### config.mk
export PLATFORM = sky130hd
export DESIGN_NAME = cdc_wr_arbiter
export DESIGN_NICKNAME = d
export VERILOG_FILES = /design/src/rtl/cdc_wr_arbiter.sv
export SDC_FILE = /design/constraint.sdc
export NUM_CORES = 1
export LEC_CHECK = 0
export BUFFER_PORTS_ARGS = -buffer_cell sky130_fd_sc_hd__buf_2
export CAP_MARGIN = 30
export CORE_MARGIN = 2
export CORE_UTILIZATION = 46
export DETAILED_ROUTE_END_ITERATION = 12
export PLACE_DENSITY = 0.82
export SLEW_MARGIN = 20
export SYNTH_ARGS = -nofsm -noshare
export SYNTH_HDL_FRONTEND = slang
export SYNTH_SLANG_ARGS = --single-unit
### constraint.sdc
create_clock -name clk1 -period 5.9 [get_ports clk1]
set_input_delay 1.18 -clock clk1 [delete_from_list [all_inputs] [get_ports clk1]]
set_output_delay 1.18 -clock clk1 [all_outputs]
set_load 0.05 [all_outputs]
### src/rtl/cdc_wr_arbiter.sv
// Round-robin arbiter sharing the clk1 write port of the byte CDC channel; one byte in flight, grant-to-done >= 3 cycles.
// Backpressure: no grant while cdc_wait1 is high; BUSY holds until wait1 clears (CDC_ARB_TIMEOUT_EN adds an abort after TO_CYC).
module cdc_wr_arbiter #(
  parameter int N_REQ  = 4,
  parameter int DW     = 8,
  parameter int TO_CYC = 1023
) (
  input  logic                clk1,
  input  logic                rst,
  input  logic [N_REQ-1:0]    req,
  input  logic [N_REQ*DW-1:0] req_data,
  output logic [N_REQ-1:0]    done,
  output logic                err,
  output logic                busy,
  output logic                cdc_wr1,
  output logic [DW-1:0]       cdc_data1,
  input  logic                cdc_wait1
);

  localparam int IW = $clog2(N_REQ);

  typedef enum logic [1:0] {IDLE, WRITE, BUSY, DONE} state_t;

  state_t         state, state_nx;
  logic [IW-1:0]  rr_ptr, gnt_idx, sel_idx;
  logic           sel_vld;
  logic           to_exp;

  // Scan from the highest offset down so the lowest offset from rr_ptr wins.
  always_comb begin
    int p;
    p       = 0;
    sel_vld = 1'b0;
    sel_idx = '0;
    for (int k = N_REQ - 1; k >= 0; k--) begin
      p = (int'(rr_ptr) + k) % N_REQ;
      if (req[p[IW-1:0]]) begin
        sel_vld = 1'b1;
        sel_idx = p[IW-1:0];
      end
    end
  end

  always_comb begin
    state_nx = state;
    case (state)
      IDLE:    if (sel_vld && !cdc_wait1) state_nx = WRITE;
      WRITE:   state_nx = BUSY;
      BUSY:    if (!cdc_wait1 || to_exp) state_nx = DONE;
      DONE:    state_nx = IDLE;
      default: state_nx = IDLE;
    endcase
  end

  always_ff @(posedge clk1) begin
    if (!rst) begin
      state     <= IDLE;
      rr_ptr    <= '0;
      gnt_idx   <= '0;
      cdc_data1 <= '0;
    end else begin
      state <= state_nx;
      if (state == IDLE && state_nx == WRITE) begin
        gnt_idx   <= sel_idx;
        cdc_data1 <= req_data[int'(sel_idx)*DW +: DW];
      end
      if (state == DONE) begin
        rr_ptr <= (gnt_idx == IW'(N_REQ - 1)) ? '0 : gnt_idx + IW'(1);
      end
    end
  end

  assign cdc_wr1 = (state == WRITE);
  assign busy    = (state != IDLE);
  assign done    = (state == DONE) ? ({{(N_REQ-1){1'b0}}, 1'b1} << gnt_idx) : '0;

`ifdef CDC_ARB_TIMEOUT_EN
  localparam int CW = $clog2(TO_CYC + 1);

  logic [CW-1:0] to_cnt;
  logic          to_err;

  // Counter is zero in the first BUSY cycle, so the abort lands after TO_CYC BUSY cycles.
  assign to_exp = (state == BUSY) && (to_cnt == CW'(TO_CYC - 1));

  always_ff @(posedge clk1) begin
    if (!rst) begin
      to_cnt <= '0;
      to_err <= 1'b0;
    end else begin
      if (state == WRITE) begin
        to_cnt <= '0;
        to_err <= 1'b0;
      end else if (state == BUSY) begin
        to_cnt <= to_cnt + CW'(1);
      end
      if (to_exp && cdc_wait1) to_err <= 1'b1;
    end
  end

  assign err = (state == DONE) && to_err;
`else
  logic unused_cfg;

  assign unused_cfg = (TO_CYC > 0);
  assign to_exp     = 1'b0;
  assign err        = 1'b0;
`endif

endmodule
==> qor.csv <==
metric,value,unit
final.fill_count,189,
drv_cap,0,
num_antenna_cells,0,
cts_buffers,3,
syn_to_final_growth,30.2,%
ctsHoldBuffers,0,
seq_area_frac_synth,29.4,%
antenna_found_initial,0,
grt_setup_unrepaired,no,
skew,0.00377,ns
layout_commonest_cell,buf_2,
grt_pass1_vias,854,
hold_start,cdc_data1[5],
critPathRequiredTime,6.10,ns
crit_fanout,9,
io_pins,54,
final-max-slew-violation-count,0,
power_density,266,nW/µm²
post-route-drc-count,0,
syn_inst,101,
syn_area,953,µm²
power.total,0.330,mW
synth-simple-area-share,17.7,%
drt_iter0_drc,21,
cts-root-buf,clkbuf_4,
yosysWarnings,0,
holdWs,0.487,ns
fmaxAchievable,381,MHz
muxShareOfSynthArea,21.1,%
layout.area.seq,280,µm²
arrival,2.82,ns
hold_viol,0,
grt_pass1_wl,3460,µm
die_w,49.5,µm
grt-ovfl-total,0,
synth_fa_ha_area_share,10.5,%
cts_resized,0,
synth_cell_type_count,28,
layout-drive-gt1-share,39.7,%
worst_pin_slew,0.822,ns
placed_area,1200,µm²
hpwlAfterDp,1710,µm
synth_top_family_by_area,multiplexers,
r2r_cells,5,
routed_via_density,5.22,
antenna_left,0,
period_share,44.4,%
peakVddDrop,0.187,mV
vias,930,
syn_nets,148,
core.rowCount,16,
coreArea,1960,µm²
clk_pin_slew,0.09,ns
cts.sinks,14,
worstReg2RegStart,state[0],
die_h,49.5,µm
hold_depth,2,
ff2ff_setup_slack,3.68,ns
start_util,48.6,%
tns,0,ns
crit_type,input pin to register,
synth_xor_area_share,0,%
slew_headroom,45.2,%
layout_common_cells,"buf_2, mux2i_1, dfxtp_1",
grt_util_all_layers,18.0,%
routedWlPerCell,11.8,µm
synth_area_per_cell,9.44,µm²
crit_path_start_kind,input pin,
fin_area,1240,µm²
clkLatencyLatePin,0.28,ns
drt_pre_antenna_iters,4,
ys_ff_latch,14,
routed_wl,2110,µm
endpoint_kind,register,
grt_start_max_net_pins,18,
leakagePower,0.685,nW
outcome,"complete, no violations",
io_buffers,52,
hold_end,cdc_data1[5],
r2r_end,cdc_data1[1],
synth_compound_area_share,13.3,%
setup_viol,0,
clk_path_buf_depth,2,
fp.dieArea,2450,µm²
hold_path_class,register to register,
h-tree-depth,1,
period_needed,2.62,ns
cts_tree,built,
nets,199,
multi_input_area,601,µm²
routabilityCongestion,0.715,
post_cts_buffers,0,
==> final cells by class <==
cell class | count | area share [%]
multi-input cells | 73 | 48.4
flip-flops and latches | 14 | 22.6
repair buffers | 52 | 21.0
clock buffers | 4 | 2.92
well taps | 27 | 2.72
inverters | 8 | 2.42
==> Yosys cell counts (all sizes together) <==
library cell  instances  share of area, %
o22ai                 2               1.3
nand3                 9               4.7
buf                   5               4.1
mux2i                19                20
o2111a                1               1.2
nand2b                2               1.3
a21o                  1              0.79
o221ai                8               8.0
mux2                  1               1.2
inv                   8               3.1
nor4b                 1              0.92
or3                   1              0.66
and2                  6               3.9
and2b                 1              0.79
and4                  1               1.2
conb                  1              0.39
a21oi                 2               1.0
or4b                  1               1.4
a211o                 1              0.92
nor2                  5               2.0
dfxtp                14                29
ha                    8                10
nand2                 2              0.79
clkbuf                1              0.39
==> worst max-delay path by stage <==
stage,start,to,slack [ns],cells after the start
3_3_place_gp,req[1],cdc_data1[2],3.05,6
6_report,req[1],cdc_data1[1],3.28,6
4_1_cts,req[1],cdc_data1[1],3.29,6
2_1_floorplan,req[1],cdc_data1[4],3.20,7
3_5_place_dp,req[1],cdc_data1[1],2.99,6
5_1_grt,req[1],cdc_data1[1],3.21,6
==> worst max-delay path: stages <==
cell and delay (ns):
buf_2 0.10, nor2_1 0.06, and4_4 0.19, or4b_4 0.55, or3_1 0.52, o221ai_1 0.21
==> flip-flops by register name (all words and copies together) (netlist names) <==
register and cells:
rr_ptr 2, cdc_data1 8, state 2, gnt_idx 2
==> power breakdown <==
part	leakage, nW	switching, mW	internal, mW
Combinational	0.550	0.0945	0.0491
Clock	0.0210	0.0311	0.0375
Sequential	0.114	0.00879	0.109
Total	0.685	0.134	0.195
==> routing by layer <==
metal  up-vias  track usage [%]  share of wire (%)
met4         0             7.87               0.62
met1       419             21.3                 44
met2        44             32.0                 49
met3         2             2.73                7.0
li1        465                -                  -
met5         -                0                  0
==> kinds of logic (layout without fill, tap and decap cells) <==
group                      Yosys count  count (layout)
and+or+nand+nor                     29              29
muxes                               20              20
AOI/OAI and AO/OA                   15              15
DFF                                 14              14
buffers and inverters               14              64
adders and majority gates            8               8
other                                1               1
==> per-stage QoR <==
| stage | setup WS, ns | util [%] | std cells |
|---|---|---|---|
| after CTS | 3.29 | 63.3 | 178 |
| after floorplan | 3.20 | - | 101 |
| final | 3.28 | 63.3 | 178 |
| after global routing | 3.21 | 63.3 | 178 |
| after detailed placement | 2.99 | 61.4 | 174 |
| after global placement | 3.05 | 61.4 | 174 |
(Power assumes the default switching activity.)
